**config.mk**
```make
export PLATFORM = sky130hd
export DESIGN_NAME = mem_port_arbiter
export DESIGN_NICKNAME = d
export VERILOG_FILES = /design/src/rtl/mem_port_arbiter.sv
export SDC_FILE = /design/constraint.sdc
export NUM_CORES = 1
export LEC_CHECK = 0
export ABC_CLOCK_PERIOD_IN_PS = 3300
export BUFFER_PORTS_ARGS = -buffer_cell sky130_fd_sc_hd__buf_4
export CAP_MARGIN = 20
export CELL_PAD_IN_SITES_DETAIL_PLACEMENT = 1
export CELL_PAD_IN_SITES_GLOBAL_PLACEMENT = 2
export CORE_AREA = 4 4 205 207
export DETAILED_ROUTE_END_ITERATION = 8
export DIE_AREA = 0 0 209 211
export PLACE_DENSITY_LB_ADDON = 0.3
export SLEW_MARGIN = 30
export SYNTH_ARGS = -nofsm -noshare
export SYNTH_HDL_FRONTEND = slang
export SYNTH_SLANG_ARGS = --single-unit
```
**constraint.sdc**
```tcl
create_clock -name clk -period 3.3 [get_ports clk]
set_input_delay 0.33 -clock clk [delete_from_list [all_inputs] [get_ports clk]]
set_output_delay 0.33 -clock clk [all_outputs]
set_load 0.005 [all_outputs]
```
**src/rtl/mem_port_arbiter.sv**
```systemverilog
// mem_port_arbiter: shares the single memory port between instruction fetch
// and the load/store stage. Data wins by default; a starvation counter makes
// sure a waiting fetch eventually gets the port.
module mem_port_arbiter #(
  parameter int ADDR_WIDTH   = 64,
  parameter int DATA_WIDTH   = 64,
  parameter int STARVE_LIMIT = 4
) (
  input  logic                    clk,
  input  logic                    rstn,
  input  logic                    if_req,
  input  logic [ADDR_WIDTH-1:0]   if_addr,
  output logic                    if_resp_valid,
  output logic [DATA_WIDTH-1:0]   if_rdata,
  input  logic                    d_req,
  input  logic                    d_we,
  input  logic [ADDR_WIDTH-1:0]   d_addr,
  input  logic [DATA_WIDTH-1:0]   d_wdata,
  input  logic [DATA_WIDTH/8-1:0] d_wmask,
  output logic                    d_resp_valid,
  output logic [DATA_WIDTH-1:0]   d_rdata,
  output logic                    mem_req,
  output logic                    mem_we,
  output logic [ADDR_WIDTH-1:0]   mem_addr,
  output logic [DATA_WIDTH-1:0]   mem_wdata,
  output logic [DATA_WIDTH/8-1:0] mem_wmask,
  input  logic                    mem_resp_valid,
  input  logic [DATA_WIDTH-1:0]   mem_rdata
);

  localparam int CNT_W = $clog2(STARVE_LIMIT + 1);
  localparam logic [CNT_W-1:0] LIMIT = CNT_W'(STARVE_LIMIT);

  typedef enum logic [1:0] {
    IDLE   = 2'd0,
    BUSY_I = 2'd1,
    BUSY_D = 2'd2
  } state_e;

  state_e                  state_q, state_d;
  logic [CNT_W-1:0]        starve_cnt_q, starve_cnt_d;
  logic                    mem_req_q, mem_req_d;
  logic                    mem_we_q, mem_we_d;
  logic [ADDR_WIDTH-1:0]   mem_addr_q, mem_addr_d;
  logic [DATA_WIDTH-1:0]   mem_wdata_q, mem_wdata_d;
  logic [DATA_WIDTH/8-1:0] mem_wmask_q, mem_wmask_d;
  logic                    fetch_forced;

  // Arbitrate in IDLE, latch the winner's request, and release the port once
  // the memory answers; everything downstream is held constant while busy.
  always_comb begin
    state_d      = state_q;
    starve_cnt_d = starve_cnt_q;
    mem_req_d    = mem_req_q;
    mem_we_d     = mem_we_q;
    mem_addr_d   = mem_addr_q;
    mem_wdata_d  = mem_wdata_q;
    mem_wmask_d  = mem_wmask_q;
    fetch_forced = if_req && (starve_cnt_q == LIMIT);
    unique case (state_q)
      IDLE: begin
        if (d_req && !fetch_forced) begin
          state_d     = BUSY_D;
          mem_req_d   = 1'b1;
          mem_we_d    = d_we;
          mem_addr_d  = d_addr;
          mem_wdata_d = d_wdata;
          mem_wmask_d = d_wmask;
          if (if_req && (starve_cnt_q != LIMIT)) begin
            starve_cnt_d = starve_cnt_q + CNT_W'(1);
          end
        end else if (if_req) begin
          state_d      = BUSY_I;
          mem_req_d    = 1'b1;
          mem_we_d     = 1'b0;
          mem_addr_d   = if_addr;
          mem_wdata_d  = '0;
          mem_wmask_d  = '0;
          starve_cnt_d = '0;
        end
      end
      BUSY_I, BUSY_D: begin
        if (mem_resp_valid) begin
          state_d   = IDLE;
          mem_req_d = 1'b0;
        end
      end
      default: begin
        state_d   = IDLE;
        mem_req_d = 1'b0;
      end
    endcase
  end

  // State and downstream request registers with synchronous active-low reset.
  always_ff @(posedge clk) begin
    if (!rstn) begin
      state_q      <= IDLE;
      starve_cnt_q <= '0;
      mem_req_q    <= 1'b0;
      mem_we_q     <= 1'b0;
      mem_addr_q   <= '0;
      mem_wdata_q  <= '0;
      mem_wmask_q  <= '0;
    end else begin
      state_q      <= state_d;
      starve_cnt_q <= starve_cnt_d;
      mem_req_q    <= mem_req_d;
      mem_we_q     <= mem_we_d;
      mem_addr_q   <= mem_addr_d;
      mem_wdata_q  <= mem_wdata_d;
      mem_wmask_q  <= mem_wmask_d;
    end
  end

  assign mem_req   = mem_req_q;
  assign mem_we    = mem_we_q;
  assign mem_addr  = mem_addr_q;
  assign mem_wdata = mem_wdata_q;
  assign mem_wmask = mem_wmask_q;

  // Responses are routed to the current owner in the same cycle they arrive;
  // read data is simply fanned out to both requesters.
  assign if_resp_valid = (state_q == BUSY_I) && mem_resp_valid;
  assign d_resp_valid  = (state_q == BUSY_D) && mem_resp_valid;
  assign if_rdata      = mem_rdata;
  assign d_rdata       = mem_rdata;

endmodule

```
==> results_dict.tcl <==
set metrics [dict create \
    synthesis.area_um2 6980 \
    grt_pass1_wl_um 47800 \
    first_iter_violations 282 \
    relSlewSlack 0.452 \
    synth_nets 1153 \
    layout_common_cells "buf_4, dfxtp_1, a21oi_1, nand2_1, nand4_1" \
    cts_resized 0 \
    critPathCaptureType "flop" \
    vias 7052 \
    die_y_um 211 \
    cpPeakStageDelay_ns 0.66 \
    fmax_mhz 491 \
    worst-path-buf-inv 2 \
    power.leakage_nw 3.98 \
    hold_viol_final 0 \
    ys_seq_elements 143 \
    worstSetupPathType "reg2reg" \
    cts_buffers 17 \
    clk_latency_ns 0.44 \
    stdcell_area_um2 9620 \
    track_usage 0.140 \
    synth_top_area_frac 0.410 \
    synth_top_area_cell "dfxtp_1" \
    cts_root_buf "clkbuf_16" \
    grt_max_degree 81 \
    postCtsSetupBuffers 0 \
    crit_chain "inv_1 > ha_1 > and3_2 > buf_4 > o21ai_0 > a21oi_1" \
    drv_slew 0 \
    multiInputGateArea_um2 2720 \
    cts-htree-levels 4 \
    vdd_drop_max_mv 0.364 \
    wl_um 32300 \
    die_w_um 209 \
    avgRoutedWirePerCell_um 20.4 \
    cp_max_fo 27 \
    drc_errors 0 \
    start_util 0.173 \
    syn_inst 878 \
    drive_above_1_share 0.379 \
    vias_per_cell 4.45 \
    wl_met3_um 2740 \
    cts_hold_buf 0 \
    dp.final_hpwl_um 22100 \
    path_delay_family "simple AND/OR/NAND/NOR gates" \
    portBuffers 345 \
    syn-mean-instance-area_um2 7.95 \
    power.density_nw_per_um2 528 \
    ioPinCount 538 \
    wl_met2_um 15600 \
    outcome "finished, final reports clean" \
    critPathArrivalTime_ns 2.39 \
    ctsLongestPathBuffers 2 \
    ant_nets 0 \
    fin_tns_setup_ns 0 \
    final_cells 1585 \
    place_area_um2 9060 \
    design.die.area_um2 44100 \
    final_common_cell "buf_4" \
    skew_ns 0.0121 \
    synthTopCellsByArea "dfxtp_1, buf_4, a21oi_1" \
    area.growth.synth_to_final_pct 37.8 \
    place.gp.congestion 0.721 \
    grt_pass1_vias 7478 \
    cts_tree "done" \
    setup_viol_count_final 0 \
    worstMarginPinSlew_ns 0.822 \
    core_um2 40400 \
    min_period_ns 2.04 \
    rsz0062_at_grt "false" \
    cp.required_ns 3.66 \
    antenna_found_initial 1 \
    regArea_um2 2860 \
    fin_crit_sh 0.617 \
    clkSinkCount 143 \
    rows 74 \
    highest_layer "met5" \
    seq_area_frac_synth 0.410 \
    startpoint_type "flop" \
    firstDrtPassIters 4 \
    nFillCells 4828 \
    grt_overflow 0 \
    nets 1316 \
    yosys_warnings 0 \
    crit_slowest_cell "and3_2" \
    ys_types 25 \
    drt-met1-wl_um 13300 \
    maxCapViolations 0 \
    antenna_cells 0 \
    dp.cells 1554 \
    path_clk_slew_ns 0.06 \
    hold_class "in2reg" \
    fin_util 0.238 \
]
-- flip-flops by register name, indices dropped and copies added, names as in the netlist --
| register | count |
|---|---|
| starve_cnt_q | 3 |
| mem_addr | 64 |
| mem_wmask | 8 |
| mem_we | 1 |
| state_q | 2 |
| mem_req | 1 |
| mem_wdata | 64 |
-- synth_stat cells, drive strengths merged --
cell type,instances
o21a,1
inv,6
o211ai,1
o21ai,132
nor3b,1
dfxtp,143
nor2b,1
a21oi,142
nand3,1
nand2b,1
clkbuf,49
nand2,78
buf,170
a31oi,65
and3,1
nand4,76
nand4b,2
and2,3
ha,5
-- layer usage --
metal  GRT usage  vias to the layer above
met5           0                        -
met4      0.0425                        2
met3      0.0604                       56
met2       0.231                      296
met1       0.165                     3370
li1            -                     3328
-- worst reg2reg max path: cells and delay by family, from the launching register on --
kind | cells | cell delay (ns)
adders and majority gates | 1 | 0.21
buffers and inverters | 2 | 0.48
and+or+nand+nor | 1 | 0.66
AOI/OAI and AO/OA | 2 | 0.29
DFF | 1 | 0.33
-- layout make-up --
cell class                      count  share of cell area
Inverter                            6             0.00234
Timing Repair Buffer              363               0.290
Tap cell                          532              0.0692
Multi-Input combinational cell    510               0.283
Sequential cell                   143               0.297
Clock inverter                     11              0.0122
Clock buffer                       20              0.0464
-- path summary, 6_finish.rpt --
check	cells past startpoint	slack [ns]	end	from
max	6	1.26	mem_addr[44]	starve_cnt_q[0]
min	3	0.16	mem_addr[56]	if_addr[56]
max reg2reg	6	1.26	mem_addr[44]	starve_cnt_q[0]
min reg2reg	2	0.45	mem_wdata[27]	mem_wdata[27]
-- through the flow --
| stage | hold WS [ns] | total power [W] | worst slack, ns |
|---|---|---|---|
| final | 0.161 | 0.00508 | 1.26 |
| after global routing | 0.131 | 0.00538 | 1.00 |
| after CTS | 0.124 | 0.00521 | 1.19 |
| after detailed placement | 0.449 | 0.00320 | 1.10 |
| after global placement | 0.443 | 0.00320 | 1.11 |
| after floorplan | 0.453 | 0.00263 | 1.90 |
-- cell families (layout without fill, tap and decap cells) --
group           after synthesis  count (layout)  synth area share
flops                       143             143             0.410
compound gates              341             341             0.257
buf+inv                     225             400             0.204
simple gates                164             164             0.120
fa+ha+maj                     5               5           0.00896
-- power breakdown --
part           leakage, nW  switching (W)  internal [W]  total [W]
logic                 2.52       0.000590      0.000550    0.00114
registers             1.18      0.0000965       0.00190    0.00200
clock network        0.275       0.000818       0.00112    0.00194
total                 3.98        0.00150       0.00358    0.00508
Note: power is estimated with default switching activity, not from simulation.
